<file path="config.mk">
export PLATFORM = sky130hd
export DESIGN_NAME = fetch_queue_flat
export DESIGN_NICKNAME = d
export VERILOG_FILES = /design/src/rtl/fetch_queue_if.sv /design/src/rtl/fetch_queue.sv /design/src/flat_wrapper.sv
export SDC_FILE = /design/constraint.sdc
export NUM_CORES = 1
export LEC_CHECK = 0
export ABC_AREA = 1
export CORE_AREA = 2 2 151 183
export DETAILED_ROUTE_END_ITERATION = 16
export DIE_AREA = 0 0 153 185
export PLACE_DENSITY = 0.73
export REMOVE_ABC_BUFFERS = 1
export SETUP_SLACK_MARGIN = 0.15
export SYNTH_ARGS = -nofsm -noshare
export SYNTH_HDL_FRONTEND = slang
export SYNTH_SLANG_ARGS = --single-unit
</file>
<file path="constraint.sdc">
create_clock -name clk -period 4.54 [get_ports clk]
set_input_delay 0.681 -clock clk [delete_from_list [all_inputs] [get_ports clk]]
set_output_delay 0.681 -clock clk [all_outputs]
set_load 0.03 [all_outputs]
</file>
<file path="src/rtl/fetch_queue_if.sv">
// Fetch-queue signal bundle: redirect input, instruction-memory port and decode-side handshake.
// The master modport is the fetch queue itself; the slave modport is its environment.
interface fetch_queue_if #(
  parameter int AWIDTH = 32,
  parameter int DWIDTH = 32,
  parameter int DEPTH  = 4
);
  localparam int CW = $clog2(DEPTH + 1);

  logic              redirect_i;
  logic [AWIDTH-1:0] redirect_pc_i;
  logic              imem_req_o;
  logic [AWIDTH-1:0] imem_addr_o;
  logic [DWIDTH-1:0] imem_rdata_i;
  logic              insn_valid_o;
  logic [DWIDTH-1:0] insn_o;
  logic [AWIDTH-1:0] pc_o;
  logic              insn_ready_i;
  logic [CW-1:0]     count_o;

  modport master (
    input  redirect_i, redirect_pc_i, imem_rdata_i, insn_ready_i,
    output imem_req_o, imem_addr_o, insn_valid_o, insn_o, pc_o, count_o
  );

  modport slave (
    output redirect_i, redirect_pc_i, imem_rdata_i, insn_ready_i,
    input  imem_req_o, imem_addr_o, insn_valid_o, insn_o, pc_o, count_o
  );
endinterface

</file>
<file path="src/rtl/fetch_queue.sv">
// Instruction fetch queue: sequential prefetch into a small FIFO, one request outstanding,
// credit-limited so a returning word always has a free slot; redirect flushes everything.
module fetch_queue #(
  parameter int                AWIDTH   = 32,
  parameter int                DWIDTH   = 32,
  parameter int                DEPTH    = 4,
  parameter logic [AWIDTH-1:0] BASEADDR = AWIDTH'(32'h0100_0000)
) (
  input  logic          clk,
  input  logic          rst,
  fetch_queue_if.master fq
);
  localparam int PW = (DEPTH > 1) ? $clog2(DEPTH) : 1;
  localparam int CW = $clog2(DEPTH + 1);

  logic [AWIDTH-1:0] fetch_pc;
  logic [AWIDTH-1:0] req_addr_p1;
  logic              inflight;
  logic [CW-1:0]     count;
  logic [PW-1:0]     head;
  logic [PW-1:0]     tail;
  logic [DWIDTH-1:0] insn_q [DEPTH];
  logic [AWIDTH-1:0] pc_q   [DEPTH];
  logic [CW:0]       occupancy;
  logic              issue;
  logic              push;
  logic              pop;
  logic              has_head;

  // Occupancy counts the outstanding request as a reserved slot.
  always_comb begin
    occupancy = {1'b0, count} + {{CW{1'b0}}, inflight};
    issue     = rst && !fq.redirect_i && (occupancy < (CW+1)'(DEPTH));
    push      = inflight && !fq.redirect_i;
    has_head  = (count != '0);
    pop       = has_head && fq.insn_ready_i;
  end

  assign fq.imem_req_o   = issue;
  assign fq.imem_addr_o  = fetch_pc;
  assign fq.insn_valid_o = has_head;
  assign fq.insn_o       = has_head ? insn_q[head] : '0;
  assign fq.pc_o         = has_head ? pc_q[head]   : '0;
  assign fq.count_o      = count;

  always_ff @(posedge clk or negedge rst) begin
    if (!rst) begin
      fetch_pc <= BASEADDR;
      inflight <= 1'b0;
      count    <= '0;
      head     <= '0;
      tail     <= '0;
    end else if (fq.redirect_i) begin
      fetch_pc <= {fq.redirect_pc_i[AWIDTH-1:2], 2'b00};
      inflight <= 1'b0;
      count    <= '0;
      head     <= '0;
      tail     <= '0;
    end else begin
      inflight <= issue;
      if (issue) fetch_pc <= fetch_pc + AWIDTH'(4);
      if (push)  tail     <= tail + PW'(1);
      if (pop)   head     <= head + PW'(1);
      case ({push, pop})
        2'b10:   count <= count + CW'(1);
        2'b01:   count <= count - CW'(1);
        default: count <= count;
      endcase
    end
  end

  // Request stage p0 -> response stage p1: the address travels with the outstanding request.
  always_ff @(posedge clk) begin
    if (issue) req_addr_p1 <= fetch_pc;
    if (push) begin
      insn_q[tail] <= fq.imem_rdata_i;
      pc_q[tail]   <= req_addr_p1;
    end
  end

  overflow_chk: assert property (@(posedge clk) disable iff (!rst)
    push |-> (count < CW'(DEPTH)))
    else $error("fetch_queue overflow: push into a full queue");
endmodule

</file>
<file path="src/flat_wrapper.sv">
// flat-port wrapper written by rule: the top's interface ports become plain ports
module fetch_queue_flat 
#(
  parameter int                AWIDTH   = 32,
  parameter int                DWIDTH   = 32,
  parameter int                DEPTH    = 4,
  parameter logic [AWIDTH-1:0] BASEADDR = AWIDTH'(32'h0100_0000)
)
  (clk, rst, fq_redirect_i, fq_redirect_pc_i, fq_imem_rdata_i, fq_insn_ready_i, fq_imem_req_o, fq_imem_addr_o, fq_insn_valid_o, fq_insn_o, fq_pc_o, fq_count_o);
  fetch_queue_if #(.AWIDTH(AWIDTH), .DWIDTH(DWIDTH), .DEPTH(DEPTH)) fq_i ();
  input  logic clk;
  input  logic rst;
  input wire logic [$bits(fq_i.redirect_i)-1:0] fq_redirect_i;
  input wire logic [$bits(fq_i.redirect_pc_i)-1:0] fq_redirect_pc_i;
  input wire logic [$bits(fq_i.imem_rdata_i)-1:0] fq_imem_rdata_i;
  input wire logic [$bits(fq_i.insn_ready_i)-1:0] fq_insn_ready_i;
  output wire logic [$bits(fq_i.imem_req_o)-1:0] fq_imem_req_o;
  output wire logic [$bits(fq_i.imem_addr_o)-1:0] fq_imem_addr_o;
  output wire logic [$bits(fq_i.insn_valid_o)-1:0] fq_insn_valid_o;
  output wire logic [$bits(fq_i.insn_o)-1:0] fq_insn_o;
  output wire logic [$bits(fq_i.pc_o)-1:0] fq_pc_o;
  output wire logic [$bits(fq_i.count_o)-1:0] fq_count_o;
  assign fq_i.redirect_i = fq_redirect_i;
  assign fq_i.redirect_pc_i = fq_redirect_pc_i;
  assign fq_i.imem_rdata_i = fq_imem_rdata_i;
  assign fq_i.insn_ready_i = fq_insn_ready_i;
  assign fq_imem_req_o = fq_i.imem_req_o;
  assign fq_imem_addr_o = fq_i.imem_addr_o;
  assign fq_insn_valid_o = fq_i.insn_valid_o;
  assign fq_insn_o = fq_i.insn_o;
  assign fq_pc_o = fq_i.pc_o;
  assign fq_count_o = fq_i.count_o;
  fetch_queue #(.AWIDTH(AWIDTH), .DWIDTH(DWIDTH), .DEPTH(DEPTH), .BASEADDR(BASEADDR)) u_core (.clk(clk), .rst(rst), .fq(fq_i));
endmodule
</file>
### Word level (Yosys, flattened, before mapping)

Memories as Yosys holds them, arrays and structs flattened.
Index checks and enable logic that the tools add are counted.

| storage, ports and cells | value |
|---|---|
| memories kept | 2 |
| register bits | 72 |
| bits of input ports | 68 |
| latch bits | 0 |
| bits in writable memories | 256 |
| logic and storage cells | 40 |
| output and inout bits | 101 |
| bits in read-only memories | 0 |

Memory list:

| memory | words | bits a word | rd ports | clocked after Yosys merged registers in | wr ports | line | RTL |
|---|---|---|---|---|---|---|---|
| u_core.insn_q | 4 | 32 | 1 | 0 | 1 | fetch_queue.sv:22 | `logic [DWIDTH-1:0] insn_q [DEPTH];` |
| u_core.pc_q | 4 | 32 | 1 | 0 | 1 | fetch_queue.sv:23 | `logic [AWIDTH-1:0] pc_q [DEPTH];` |

| cells by class | value |
|---|---|
| add/sub/neg operators | 6 |
| bitwise logic cells | 0 |
| div/mod/pow operators | 0 |
| multipliers | 0 |
| reductions and logical operators | 10 |
| equal/unequal tests | 2 |
| shift operators | 0 |
| order comparisons | 1 |
| muxes and demuxes | 13 |

Operator list:

| kind | count |
|---|---|
| 32-bit 2-to-1 mux | 4 |
| 32-bit by 3-bit adder with 32-bit output (second input constant) | 1 |
| 2-bit 2-to-1 mux | 4 |
| 3-bit one-hot mux with 2 select lines | 1 |
| 2-bit nonzero test | 3 |
| 3-bit nonzero test | 2 |
| 2-bit by 1-bit adder with 2-bit output (second input constant) | 2 |
| 3-bit by 1-bit adder with 4-bit output | 1 |
| 1-bit logical AND | 4 |
| 4-bit by 3-bit less-than comparator with 1-bit output (second input constant) | 1 |
| 3-bit by 1-bit adder with 3-bit output (second input constant) | 1 |
| 1-bit 2-to-1 mux | 3 |
| 3-bit 2-to-1 mux | 1 |
| 3-bit by 1-bit subtractor with 3-bit output (second input constant) | 1 |
| 2-bit by 1-bit == test with 1-bit output (second input constant) | 1 |
| 2-bit == test (second input constant) | 1 |
| 1-bit zero test | 1 |

### Longest topological paths before layout

| depth | value |
|---|---|
| word-level depth | 5 |
| mapped depth | 10 |
| mapped depth without buffers | 9 |

### Worst setup path before layout

Ideal clock, no wire load.

| timing path | value |
|---|---|
| path type | input to register |
| from | in fq_redirect_i |
| to | mem u_core.insn_q[0][0], enable pin |
| required time | 4.058 ns |
| library setup time | 0.482 ns |
| path slack | 0.391 ns |
| cell stages on the path | 4 |
| arrival time | 3.667 ns |
| path through | buf_4 -> inv_2 -> nand2_2 -> nor2_1 |

| on the way | value |
|---|---|
| longest elaborated chain between the ends | 4 |

Ends and longest elaborated chain:

| item | line | RTL |
|---|---|---|
| start: declaration | flat_wrapper.sv:13 | `input wire logic [$bits(fq_i.redirect_i)-1:0] fq_redirect_i;` |
| 1-bit zero test | fetch_queue.sv:34 | `push = inflight && !fq.redirect_i;` |
| 1-bit logical AND | fetch_queue.sv:34 |  |
| 1-bit 2-to-1 mux | fetch_queue.sv:75 | `if (push) begin` |
| 1-bit 2-to-1 mux (not written as such) | fetch_queue.sv:76 | `insn_q[tail] <= fq.imem_rdata_i;` |
| end: declaration | fetch_queue.sv:22 |  |

No other way between the ends.

### Worst setup path after layout

| timing path | value |
|---|---|
| from | reg u_core.head[0] |
| to | out fq_pc_o[8] |

| on the way | value |
|---|---|
| longest elaborated chain between the ends | 2 |

Ends and longest elaborated chain:

| item | line | RTL |
|---|---|---|
| start: declaration | fetch_queue.sv:20 | `logic [PW-1:0] head;` |
| start signal: assignment | fetch_queue.sv:63 | `if (pop) head <= head + PW'(1);` |
| memory 4 x 32 bit | -- |  |
| 32-bit 2-to-1 mux | fetch_queue.sv:43 | `assign fq.pc_o = has_head ? pc_q[head] : '0;` |
| end: declaration | flat_wrapper.sv:21 | `output wire logic [$bits(fq_i.pc_o)-1:0] fq_pc_o;` |

No other way between the ends.

==> impl_metrics.toml <==
[run_status]
outcome = "finished, final reports clean"

[detailed_routing]
drt_drc_violations_left = 0
drt-pass1-iter-count = 5
via_count = 8909
drtAntennaViolNets = 0
dr.first_iter.drc_count = 495
vias_per_cell = 5.25
routed_wl_um = 29000
wl_per_cell_um = 17.1

[die]
start_util = 0.492
io-pin-count = 169
die_width_um = 153
die_h_um = 185
coreArea_um2 = 26700
rows = 66
die-area_um2 = 28300

[yosys]
synth_edf_count = 278
synth.distinct_cells = 35
seq_area_frac_synth = 0.708
synth_area_per_cell_um2 = 11.1
async_flop_share = 0.120
syn-cell-area_um2 = 13100
synth_cells = 1178
yosysWarnings = 0
synth_seq_cells = 316
synthFlopType = "edfxtp_1"

[power]
vdd.ir_drop.worst_uv = 328
comb_power_share = 0.337
p_per_area_nw_per_um2 = 568
clkPwrFrac = 0.276
swShare = 0.351
switching_power_uw = 3230
p_int_uw = 5970
p_seq_frac = 0.387
power.leakage_uw = 0.00578
power_uw = 9200

[timing]
rsz0062_at_grt = "no"
fmax_ghz = 0.258
hold_ws_ps = 332
finalCritPeriodShare = 0.853
final-hold-violation-count = 0
slew_viol_final = 0
finalCriticalPeriod_ps = 3870
timing.slew.headroom = 0.392
skew_ps = 17.9
worstMarginPinSlew_ps = 912
setup_violations = 0

[clocking]
cts_tree = "done"
numCtsBuffers = 30
post-cts-setup-buffer-count = 0
cts_resized = 0
clockBufferDepth = 3
htreeDepth = 1
cts.sinks = 316
path_clk_slew_ps = 70
cts_hold_buffers = 0
clk_latency_ps = 560
clockRootBuffer = "clkbuf_16"

[critical_path]
cp-end-kind = "output pin"
worstPathRequired_ps = 3860
crit_chain = "clkinv_2 -> buf_12 -> o21ai_0 -> a21oi_1 -> clkdlybuf4s50_1"
arrival_ps = 3190
worstSetupPathType = "flip-flop to output pin"
cp_slowest_stage_delay_ps = 660
crit_slowest_cell = "clkdlybuf4s50_1"
startpoint_type = "flip-flop"
path_max_fanout = 77
crit_family = "buffers and inverters"
worst-path-buf-inv = 3

[global_route]
antenna_found_initial = 0
grt.overflow.total = 0
grt_pass1_wl_um = 44800
grt_max_degree = 78
grt_pass1_vias = 8580
grt_usage = 0.202

[finish]
final_cells = 1698
n_fill_cell = 2100
final_cell_area_um2 = 16200
syn2layout_area_growth_pct = 23.4
drive_gt1_frac = 0.0700
fin_nets = 1409
diodes = 0

[hold_path]
min_path_type = "input pin to asynchronous set/reset pin"

[placed_design]
post_dp_cell_area_um2 = 15200
port_buffers = 162
dp_cells = 1643
post-dp-hpwl_um = 17400
gp_congestion = 0.892

[run]
max_cap_violations = 0
==> cell type report <==
cell class | count | area [um2] | area share
clock inverter | 20 | 205 | 0.0127
tap | 340 | 425 | 0.0262
multi-input combinational | 753 | 3390 | 0.209
clock buffer | 35 | 811 | 0.0500
inverter | 54 | 204 | 0.0126
timing repair buffer | 180 | 1860 | 0.115
sequential | 316 | 9310 | 0.574
==> Yosys cell counts (all sizes together) (2+ instances only) <==
| cell | n | area (um2) |
|---|---|---|
| nor2 | 298 | 1140 |
| edfxtp | 278 | 8350 |
| nand2 | 156 | 601 |
| o21ai | 141 | 706 |
| a21oi | 66 | 334 |
| nand3 | 61 | 323 |
| inv | 53 | 199 |
| dfrtp | 37 | 926 |
| buf | 32 | 186 |
| clkbuf | 26 | 97.6 |
| o21bai | 8 | 60.1 |
| ha | 5 | 62.6 |
| o211ai | 4 | 30.0 |
| and2 | 2 | 12.5 |
| nor3 | 2 | 10.0 |
| xnor2 | 2 | 17.5 |
==> worst reg2reg max path, delay by kind of cell, from the launching register on <==
family / cells / cell delay [ps]
AND/OR/NAND/NOR: 2 / 870
flip-flops: 1 / 480
buffers and inverters: 1 / 330
==> cell usage in the layout (no fill, tap or decap), types with 2 or more instances in the layout <==
master,instances
inv_2,4
inv_1,49
dfrtp_1,35
clkbuf_16,31
nand3_1,59
clkdlybuf4s50_1,161
conb_1,4
xnor2_1,2
o211ai_1,4
a21oi_1,65
nor3_1,2
clkbuf_8,2
bufinv_16,4
nand2_2,3
o21bai_1,8
nand2_1,152
nor2_1,285
o21ai_0,134
edfxtp_1,278
buf_12,9
nor2_4,6
o21ai_1,7
ha_1,5
buf_4,9
and2_1,2
clkinv_2,8
clkbuf_1,2
clkinv_1,6
nor2_2,7
==> routing by layer <==
metal / global-route usage / vias to the layer above / routed length [um]
met1: 0.253 / 4216 / 12100
met3: 0.0307 / 53 / 1610
met2: 0.356 / 285 / 14400
li1: - / 4355 / -
met5: 0 / - / 0
met4: 0.0759 / 0 / 845
==> power by group through the flow <==
stage,combinational (uW),clock (uW),sequential (uW)
2_1_floorplan,1590,0,3740
3_3_place_gp,3100,0,3610
3_5_place_dp,3130,0,3620
4_1_cts,3140,2580,3560
5_1_grt,3340,2690,3580
6_report,3100,2540,3560
==> flip-flops by register name, summed over array words and instances (netlist names) <==
register,flops
u_core.fq.count_o,3
u_core.fq.imem_addr_o,30
u_core.head,2
u_core.inflight,1
u_core.insn_q,128
u_core.pc_q,120
u_core.req_addr_p1,30
u_core.tail,2
==> final timing paths <==
check	start	end	slack, ps	cells after the start
worst max-delay path	u_core.head[0]	fq_pc_o[8]	670	5
max in group asynchronous	rst	u_core.head[0]	3770	2
worst min-delay path	rst	u_core.fq.imem_addr_o[17]	330	2
min in group clk	u_core.req_addr_p1[21]	u_core.pc_q[2][21]	490	0
worst min register to register	u_core.req_addr_p1[21]	u_core.pc_q[2][21]	490	0
worst max register to register	u_core.inflight	u_core.pc_q[2][7]	2560	3
==> kinds of logic after synthesis <==
kind of cell,Yosys count,synth area share
other,1,0.000286
XOR/XNOR,3,0.00200
AO/OA/AOI/OAI,219,0.0860
AND/OR/NAND/NOR,521,0.160
adder cells (fa/ha/maj),6,0.00629
buffers and inverters,112,0.0372
flip-flops,316,0.708
==> stage by stage <==
step	TNS (ps)	util	worst slack, ps
6_report	0	0.608	669
5_1_grt	0	0.608	448
4_1_cts	0	0.608	635
3_5_place_dp	0	0.570	1210
3_3_place_gp	0	0.570	1270
2_1_floorplan	-33900	-	-590
Power figures use the tool's default switching activity.
